===== src/rtl/corr_offset_scheduler_pkg.sv =====
// Shared constants for the correlator offset scheduler: default widths
// matching the correlator core and the FSM state encodings.
package corr_offset_scheduler_pkg;

   // Defaults aligned with the core's offset and bitsum widths
   localparam int OFFSET_W_DEF = 5;
   localparam int SUM_W_DEF    = 16;

   // Frame BRAM slot select width
   localparam int FSEL_W = 2;

   // Scheduler FSM encodings
   localparam int         ST_W         = 3;
   localparam logic [2:0] ST_IDLE      = 3'd0;
   localparam logic [2:0] ST_LAUNCH    = 3'd1;
   localparam logic [2:0] ST_WAIT_DONE = 3'd2;
   localparam logic [2:0] ST_RELEASE   = 3'd3;
   localparam logic [2:0] ST_ADVANCE   = 3'd4;
   localparam logic [2:0] ST_DONE      = 3'd5;

endpackage


===== src/rtl/corr_offset_scheduler_min_tracker.sv =====
// Running-minimum tracker: keeps the smallest correlation sum seen in a
// search and the offset that produced it. Strict compare, so ties keep the
// earliest raster position.
module corr_min_tracker
   import corr_offset_scheduler_pkg::*;
#(
   parameter int OFFSET_W = OFFSET_W_DEF,
   parameter int SUM_W    = SUM_W_DEF
) (
   input  logic                clk,
   input  logic                resetn,
   input  logic                clr_i,
   input  logic                upd_i,
   input  logic [SUM_W-1:0]    sample_i,
   input  logic [OFFSET_W-1:0] x_i,
   input  logic [OFFSET_W-1:0] y_i,
   output logic [SUM_W-1:0]    best_sum_o,
   output logic [OFFSET_W-1:0] best_x_o,
   output logic [OFFSET_W-1:0] best_y_o
);

   logic [SUM_W-1:0]    best_sum_q;
   logic [OFFSET_W-1:0] best_x_q;
   logic [OFFSET_W-1:0] best_y_q;

   // Clear to "nothing found yet" at search start, then take strictly smaller samples
   always_ff @(posedge clk or negedge resetn) begin
      if (!resetn) begin
         best_sum_q <= '1;
         best_x_q   <= '0;
         best_y_q   <= '0;
      end else if (clr_i) begin
         best_sum_q <= '1;
         best_x_q   <= '0;
         best_y_q   <= '0;
      end else if (upd_i && (sample_i < best_sum_q)) begin
         best_sum_q <= sample_i;
         best_x_q   <= x_i;
         best_y_q   <= y_i;
      end
   end

   assign best_sum_o = best_sum_q;
   assign best_x_o   = best_x_q;
   assign best_y_o   = best_y_q;

endmodule


===== src/rtl/corr_offset_scheduler.sv =====
// Offset search sequencer: walks one correlator core over every (x,y)
// offset in raster order, handshaking go/done per offset and keeping the
// minimum correlation sum. Software sees one job per frame pair.
module corr_offset_scheduler
   import corr_offset_scheduler_pkg::*;
#(
   parameter int OFFSET_W = OFFSET_W_DEF,
   parameter int X_RANGE  = 16,
   parameter int Y_RANGE  = 16,
   parameter int SUM_W    = SUM_W_DEF
) (
   input  logic                clk,
   input  logic                resetn,
   input  logic                start,
   input  logic                ack,
   input  logic [FSEL_W-1:0]   curr_frame_sel,
   input  logic [FSEL_W-1:0]   prev_frame_sel,
   output logic                core_go,
   input  logic                core_done,
   input  logic [SUM_W-1:0]    core_corr_sum,
   output logic [OFFSET_W-1:0] x_offset,
   output logic [OFFSET_W-1:0] y_offset,
   output logic [FSEL_W-1:0]   curr_frame_bram_offset,
   output logic [FSEL_W-1:0]   prev_frame_bram_offset,
   output logic [OFFSET_W-1:0] best_x,
   output logic [OFFSET_W-1:0] best_y,
   output logic [SUM_W-1:0]    best_sum,
   output logic                busy,
   output logic                done
);

   localparam logic [OFFSET_W-1:0] X_LAST = OFFSET_W'(X_RANGE - 1);
   localparam logic [OFFSET_W-1:0] Y_LAST = OFFSET_W'(Y_RANGE - 1);

   logic [ST_W-1:0]     state_q, state_d;
   logic                start_q;
   logic [OFFSET_W-1:0] x_q, x_d;
   logic [OFFSET_W-1:0] y_q, y_d;
   logic [FSEL_W-1:0]   curr_q, curr_d;
   logic [FSEL_W-1:0]   prev_q, prev_d;
   logic                start_rise;
   logic                trk_clr;
   logic                trk_upd;

   // Only a fresh rising edge launches; a start level held across a job is inert
   assign start_rise = start && !start_q;

   // Next-state and offset stepping; offsets move only in ADVANCE
   always_comb begin
      state_d = state_q;
      x_d     = x_q;
      y_d     = y_q;
      curr_d  = curr_q;
      prev_d  = prev_q;
      case (state_q)
         ST_IDLE: begin
            if (start_rise) begin
               curr_d  = curr_frame_sel;
               prev_d  = prev_frame_sel;
               x_d     = '0;
               y_d     = '0;
               state_d = ST_LAUNCH;
            end
         end
         ST_LAUNCH:    state_d = ST_WAIT_DONE;
         ST_WAIT_DONE: if (core_done) state_d = ST_RELEASE;
         ST_RELEASE:   if (!core_done) state_d = ST_ADVANCE;
         ST_ADVANCE: begin
            if (x_q == X_LAST && y_q == Y_LAST) begin
               state_d = ST_DONE;
            end else if (x_q == X_LAST) begin
               x_d     = '0;
               y_d     = y_q + 1'b1;
               state_d = ST_LAUNCH;
            end else begin
               x_d     = x_q + 1'b1;
               state_d = ST_LAUNCH;
            end
         end
         ST_DONE:      if (ack) state_d = ST_IDLE;
         default:      state_d = ST_IDLE;
      endcase
   end

   // State, offset counters, frame-slot latches and start edge history
   always_ff @(posedge clk or negedge resetn) begin
      if (!resetn) begin
         state_q <= ST_IDLE;
         start_q <= 1'b0;
         x_q     <= '0;
         y_q     <= '0;
         curr_q  <= '0;
         prev_q  <= '0;
      end else begin
         state_q <= state_d;
         start_q <= start;
         x_q     <= x_d;
         y_q     <= y_d;
         curr_q  <= curr_d;
         prev_q  <= prev_d;
      end
   end

   assign trk_clr = (state_q == ST_IDLE) && start_rise;
   assign trk_upd = (state_q == ST_WAIT_DONE) && core_done;

   corr_min_tracker #(
      .OFFSET_W (OFFSET_W),
      .SUM_W    (SUM_W)
   ) u_min (
      .clk        (clk),
      .resetn     (resetn),
      .clr_i      (trk_clr),
      .upd_i      (trk_upd),
      .sample_i   (core_corr_sum),
      .x_i        (x_q),
      .y_i        (y_q),
      .best_sum_o (best_sum),
      .best_x_o   (best_x),
      .best_y_o   (best_y)
   );

   // Moore outputs decoded from the registered state
   assign core_go                = (state_q == ST_LAUNCH) || (state_q == ST_WAIT_DONE);
   assign done                   = (state_q == ST_DONE);
   assign busy                   = (state_q != ST_IDLE) && (state_q != ST_DONE);
   assign x_offset               = x_q;
   assign y_offset               = y_q;
   assign curr_frame_bram_offset = curr_q;
   assign prev_frame_bram_offset = prev_q;

endmodule


===== config.mk =====
export PLATFORM = sky130hd
export DESIGN_NAME = corr_offset_scheduler
export DESIGN_NICKNAME = d
export VERILOG_FILES = /design/src/rtl/corr_offset_scheduler_pkg.sv /design/src/rtl/corr_offset_scheduler_min_tracker.sv /design/src/rtl/corr_offset_scheduler.sv
export SDC_FILE = /design/constraint.sdc
export NUM_CORES = 1
export LEC_CHECK = 0
export ABC_AREA = 1
export CORE_ASPECT_RATIO = 1.5
export CORE_MARGIN = 3
export CORE_UTILIZATION = 44
export CTS_CLUSTER_SIZE = 8
export DETAILED_ROUTE_END_ITERATION = 8
export PLACE_DENSITY = 0.77
export SYNTH_ARGS = -nofsm -noshare
export SYNTH_HDL_FRONTEND = slang
export SYNTH_SLANG_ARGS = --single-unit
export TNS_END_PERCENT = 1

===== constraint.sdc =====
create_clock -name clk -period 2.1 [get_ports clk]
set_clock_uncertainty 0.2 [all_clocks]
set_input_delay 0.525 -clock clk [delete_from_list [all_inputs] [get_ports clk]]
set_output_delay 0.525 -clock clk [all_outputs]
set_load 0.05 [all_outputs]

==> results of run 1 <==
[cell usage in the layout, fill, tap and decap left out, types with 2 or more instances in the layout]
cell / n
buf_4: 53
inv_1: 29
nor2_4: 2
o21ai_2: 2
nand3_2: 11
nand2_1: 83
nand2_4: 5
or2_0: 8
a21oi_1: 3
or2_1: 6
nand4_1: 2
nor3_2: 2
dlymetal6s2s_1: 3
ha_1: 11
nand2_2: 8
nor2_1: 5
dfstp_2: 16
dlygate4sd2_1: 10
ha_4: 6
xnor2_1: 2
buf_12: 22
a21oi_2: 4
nor2_2: 3
clkdlybuf4s50_1: 10
nand3_4: 2
o21ai_0: 10
buf_8: 2
nand3_1: 28
dfrtp_1: 27
clkbuf_8: 5
inv_2: 6
[layer usage]
metal  GRT usage, %  vias to the layer above
li1               -                     1174
met1           25.9                     1133
met2           37.1                       60
met3           3.34                       17
met4           7.97                        0
met5              0                        -
[how the worst max path moves through the flow]
stage	from	endpoint	slack, ns	cells after the start
after CTS	u_min.best_sum_o[5]	u_min.best_x_o[0]	-0.04	12
after floorplan	u_min.best_sum_o[11]	u_min.best_x_o[2]	-0.16	11
after global routing	u_min.best_sum_o[5]	u_min.best_sum_o[15]	-0.29	12
after global placement	core_corr_sum[5]	u_min.best_sum_o[1]	-0.44	11
after detailed placement	core_corr_sum[5]	u_min.best_y_o[1]	-0.47	11
final	u_min.best_sum_o[5]	u_min.best_sum_o[15]	-0.30	12
[logic make-up (layout without fill, tap and decap cells)]
family	after synthesis	after routing	share of synthesized area [%]
AO/OA/AOI/OAI	23	23	5.11
XOR/XNOR	3	3	1.05
adder cells (fa/ha/maj)	18	18	9.02
buffers and inverters	45	148	7.52
flip-flops	44	44	44.9
multiplexers	1	1	0.401
AND/OR/NAND/NOR	168	168	32.0
[cell usage after synthesis]
cell type	n	area, um2
dfrtp_1	28	701
a21oi_1	7	35.0
o21ai_2	1	8.76
inv_4	1	6.26
o22ai_1	1	6.26
inv_2	4	15.0
a211oi_1	1	7.51
nor2_4	2	22.5
nor3_1	2	10.0
nand2_4	4	45.0
nand3_4	1	17.5
nor2_1	7	26.3
and3_1	1	6.26
nand4_1	2	12.5
o31ai_1	1	7.51
clkinv_1	1	3.75
nor3_2	1	10.0
o211ai_1	1	7.51
nor2_2	1	6.26
xor2_1	1	8.76
nand2_2	2	12.5
or2_1	6	37.5
xnor2_1	2	17.5
nand3_1	40	200
clkbuf_1	1	3.75
buf_4	1	7.51
nand2_1	91	342
ha_1	18	225
inv_1	31	116
or2_0	8	50.1
o21ai_0	11	55.1
mux2i_1	1	10.0
buf_6	1	11.3
buf_1	1	3.75
dfstp_2	16	420
buf_2	4	20.0
[sequential cells by signal (all words and copies together) (netlist names)]
name	flops
curr_frame_bram_offset	2
u_min.best_sum_o	16
prev_frame_bram_offset	2
u_min.best_x_o	5
y_offset	5
x_offset	5
u_min.best_y_o	5
state_q	3
start_q	1
[layout make-up]
cell class	instances	area, um2	area share (%)
multi-input cells	213	1410	35.1
well taps	70	87.6	2.18
flip-flops and latches	44	1120	27.9
clock buffers	5	68.8	1.71
clock inverters	3	46.3	1.15
repair buffers	103	1140	28.4
inverters	37	146	3.64
[power by group]
| group | switching, mW | internal (mW) |
|---|---|---|
| Combinational | 2.37 | 1.78 |
| Sequential | 0.274 | 1.26 |
| Clock | 0.319 | 0.359 |
| Total | 2.97 | 3.40 |
[per-stage QoR]
step	area, um2	util (%)	setup slack (ns)
final	4030	73.3	-0.295
after detailed placement	3580	65.2	-0.471
after global routing	4030	73.3	-0.291
after global placement	3580	65.2	-0.443
after CTS	3910	71.2	-0.0407
after floorplan	2510	-	-0.158
[what timing repair did]
item,4_1_cts,5_1_grt
resized for setup,40,24
setup endpoints to repair,27,28
hold endpoints to repair,0,0
pin swaps,31,15
cloned,2,0
buffers inserted,5,2
==> results.cfg, run 1 <==
[sta]
min_period_over_period_pct = 114
report.final.slew_viol_count = 0
slew_headroom_pct = 61.4
fin_setup_tns_ns = -6.44
max_freq_ghz = 0.418
post-route-min-period_ns = 2.40
setup_viol = 27
finalHoldViolCount = 0
finalWorstSetupSlack_ns = -0.295
timing.hold.ws_ns = 0.0873
tightest_slew_ns = 0.579
rsz0062_at_grt = yes

[setup_path]
start_kind = flip-flop
end_kind = flip-flop
cp.required_ns = 2.14
cp_num_buf_inv = 2
cpPeakStageDelay_ns = 0.55
r2r_cells = 12
crit_family = simple AND/OR/NAND/NOR gates
worstReg2RegEnd = u_min.best_sum_o[15]
path_cells = inv_2, ha_4, a21oi_2, nor2_1, nor3_2, nand2_2, nand2_4, nand2_4, buf_12, nand2_8, nand2_1, nand2_1
worstSetupPathType = reg -> reg
worstPathArrival_ns = 2.44
path_max_fanout = 14
slowest_stage = dfstp_2
r2r_start = u_min.best_sum_o[5]
r2r_slack_ns = -0.30

[cells_and_area]
finalNonFillerCells = 475
area_growth_syn_to_layout_pct = 61.3
fillers = 365
diodes = 0
drive_gt1_share_pct = 39.8
nets = 447

[floorplan]
io_pins = 68
die_width_um = 67.5
design.core.area_um2 = 5490
die_h_um = 98.2
die-area_um2 = 6630
start_util_pct = 45.5
rows = 33

[routing]
ant_nets = 0
drt_iter0_drc = 97
vias = 2384
drc_errors = 0
wl_per_cell_um = 15.4
drt-pass1-iter-count = 4
routed.top_layer = met4
met1_length_um = 2820
wl_met3_um = 267
route.met2.wl_um = 3990
drt-total-wl_um = 7310
via_per_inst = 5.02

[synth]
syn_inst = 302
ys_types = 36
synth_seq_area_share_pct = 44.9
ys_ff_latch = 44
syn-num-nets = 345
ys_warn_count = 0
syn_area_per_cell_um2 = 8.27
netlist_area_um2 = 2500

[pwr]
leakage_nw = 2.05
vdd_drop_max_v = 0.000921
p_per_area_nw_per_um2 = 1580
total_power_mw = 6.37

[cts]
htreeDepth = 2
cts_buffer_depth = 2
cts_hold_buffers = 0
clk_pin_slew_worst_paths_ns = 0.10
cts_made_buffers = 5
clock_latency_ns = 0.31
cts_tree = built
cts.sinks = 44
clockRootBuffer = clkbuf_8

[grt]
grtUsageTotal_pct = 21.4
overflow = 0
grt_pass1_vias = 2366
grt_first_pass_wirelength_um = 11000
grt_antenna_before_repair = 0
grt_max_degree = 45

[place]
dp_hpwl_um = 4610
dp.cells = 459
io_buffers = 67
globalplace.congestion = 0.877

[worst_hold_path]
hp-class = in -> async

[run_status]
status = finished with violations
violations = negative setup slack

[flow_run]
maxCapViolations = 0
Power figures use the tool's default switching activity.
==> inputs of run 2 (changes only) <==
CORE_MARGIN = 2   (was 3)
==> run 2 against run 1 <==
Net effect: register-to-register slack gained 0.30 ns; die area shrank 4.9%; clock power shrank 4.7%; global-route usage shrank 0.67 points; fmax grew 14%; largest power group unchanged; critical path type unchanged; sequential share of layout area grew 0.52 points; the flow now finishes without violations; routed wire length shrank 11%; via count shrank 2.3%; power shrank 3.3%.
==> results.cfg, run 2 (same netlist as run 1, synthesis figures left out) <==
[run_status]
status = completed

[cells_and_area]
mostFrequentLayoutCells = 85 x nand2_1, 48 x buf_4, 29 x inv_1
diodes = 0
area_growth_syn_to_layout_pct = 58.5
final_common_cell = nand2_1
drive_gt1_share_pct = 37.7
nets = 443
fillers = 396
largest_reg_flops = 16
finalNonFillerCells = 471

[setup_path]
cpMostUsedCell = buf_4
path_max_fanout = 2
cp_num_buf_inv = 4
cp.required_ns = 2.12
worstPathArrival_ns = 2.11
crit_family = simple AND/OR/NAND/NOR gates
slowest_stage = dfstp_2
end_kind = flip-flop
r2r_start = u_min.best_sum_o[6]
worstSetupPathType = reg -> reg
cpPeakStageDelay_ns = 0.54
cp-startpoint = u_min.best_sum_o[6]
path_cells = inv_1, ha_4, nand2_2, buf_4, nor2_1, nand2_1, nand2_1, nand2_2, buf_4, buf_4, nand3_1, nand3_2
start_kind = flip-flop

[worst_hold_path]
min_from = prev_frame_bram_offset[1]
hp-class = reg -> reg

[grt]
busiest_layer = met2
met3_usage_pct = 2.57
grt_util_met2_pct = 39.2
grt_first_pass_wirelength_um = 10100
overflow = 0
met1_usage_pct = 24.2
grtUsageTotal_pct = 20.8
grt_antenna_before_repair = 0
grt_max_degree = 25
grt_pass1_vias = 2322

[floorplan]
io_pins = 68
die_h_um = 96.2
rows = 33
die-area_um2 = 6300
die_width_um = 65.5
design.core.area_um2 = 5490
start_util_pct = 45.5

[sta]
report.final.slew_viol_count = 0
slew_headroom_pct = 66.3
setup_viol = 0
rsz0062_at_grt = yes
min_period_over_period_pct = 99.7
max_freq_ghz = 0.478
finalHoldViolCount = 0
tightest_slew_ns = 0.505
finalWorstSetupSlack_ns = 0.00645
post-route-min-period_ns = 2.09

[pwr]
clock_power_share_pct = 10.5
vdd_drop_max_v = 0.000984
combPwrFrac_pct = 64.6
seq_power_share_pct = 24.9
sw_frac_of_total_pct = 46.4
p_int_mw = 3.30
leakage_nw = 2.02
switchingPower_mw = 2.86
p_per_area_nw_per_um2 = 1560

[cts]
cts_buffer_depth = 2
clock_latency_ns = 0.30
htreeDepth = 2
cts_tree = built
clk_pin_slew_worst_paths_ns = 0.09
cts_made_buffers = 5
cts.sinks = 44
clockRootBuffer = clkbuf_8

[routing]
drt-pass1-iter-count = 4
drt_iter0_drc = 80
wl_per_cell_um = 13.8
drc_errors = 0
ant_nets = 0
vias = 2330
drt-total-wl_um = 6510
via_per_inst = 4.95

[place]
globalplace.congestion = 0.871
io_buffers = 67
dp.cells = 459
dp_hpwl_um = 4650
dp_slack_ns = -0.511

[flow_run]
maxCapViolations = 0
[run 2: cell types whose count changed in the layout (fill, tap and decap cells not counted), moves of 2 or more]
cell,delta
a21oi_2,-2
a21oi_1,+2
nand2_1,+2
buf_12,+2
buf_4,-5
ha_4,-2
nand2_4,-3
ha_1,+2
[run 2: final cells by class]
class	instances	area (um2)	share of cell area, %
clock buffer	5	68.8	1.74
clock inverter	3	42.5	1.08
inverter	37	149	3.76
multi-input combinational	213	1370	34.5
sequential	44	1120	28.4
tap	70	87.6	2.21
timing repair buffer	99	1120	28.3
[run 2: worst register-to-register path: cells and delay by family, from the launching register on]
family,cells,cell delay [ns]
and+or+nand+nor,7,0.55
buffers and inverters,4,0.47
adders and majority gates,1,0.26
DFF,1,0.54
[run 2: power by group through the flow]
stage	clock (mW)	sequential, mW	combinational (mW)
after detailed placement	0	1.53	3.72
after CTS	0.656	1.51	3.81
final	0.646	1.53	3.98
after floorplan	0	2.50	1.09
after global routing	0.684	1.58	4.24
after global placement	0	1.51	3.65
[run 2: what timing repair did]
item / 4_1_cts / 5_1_grt
pin swaps: 12 / 20
resized for setup: 25 / 30
hold buffers: 1 / 0
setup endpoints to repair: 27 / 27
cloned: 0 / 1
endpoints found under the hold margin: 4 / 0
setup buffers: 2 / 1
[run 2: final timing paths]
| kind | end | slack [ns] | depth (start not counted) |
|---|---|---|---|
| setup / recovery | u_min.best_sum_o[1] | 0.006 | 12 |
| hold / removal | prev_frame_bram_offset[1] | 0.29 | 2 |
| setup reg to reg | u_min.best_sum_o[1] | 0.006 | 12 |
| hold reg to reg | prev_frame_bram_offset[1] | 0.29 | 2 |
| max in group asynchronous | state_q[2] | 0.67 | 3 |
| min in group asynchronous | prev_frame_bram_offset[0] | 0.54 | 2 |
[run 2: stage by stage]
stage	setup TNS [ns]	util, %	power (mW)	hold WS, ns	instance area (um2)
3_3_place_gp	-11.36	65.9	5.16	0.268	3620
3_5_place_dp	-12.72	65.9	5.25	0.273	3620
2_1_floorplan	-2.58	-	3.58	0.0294	2510
6_report	0	72.0	6.15	0.293	3960
4_1_cts	-0.0150	69.2	5.98	0.295	3800
5_1_grt	-1.04	72.0	6.50	0.329	3960
[run 2: layer usage]
metal  share of wire (%)  wire length, um
met1                  39             2570
met3                 2.9              189
met4                 1.5              100
met5                   0                0
met2                  56             3650
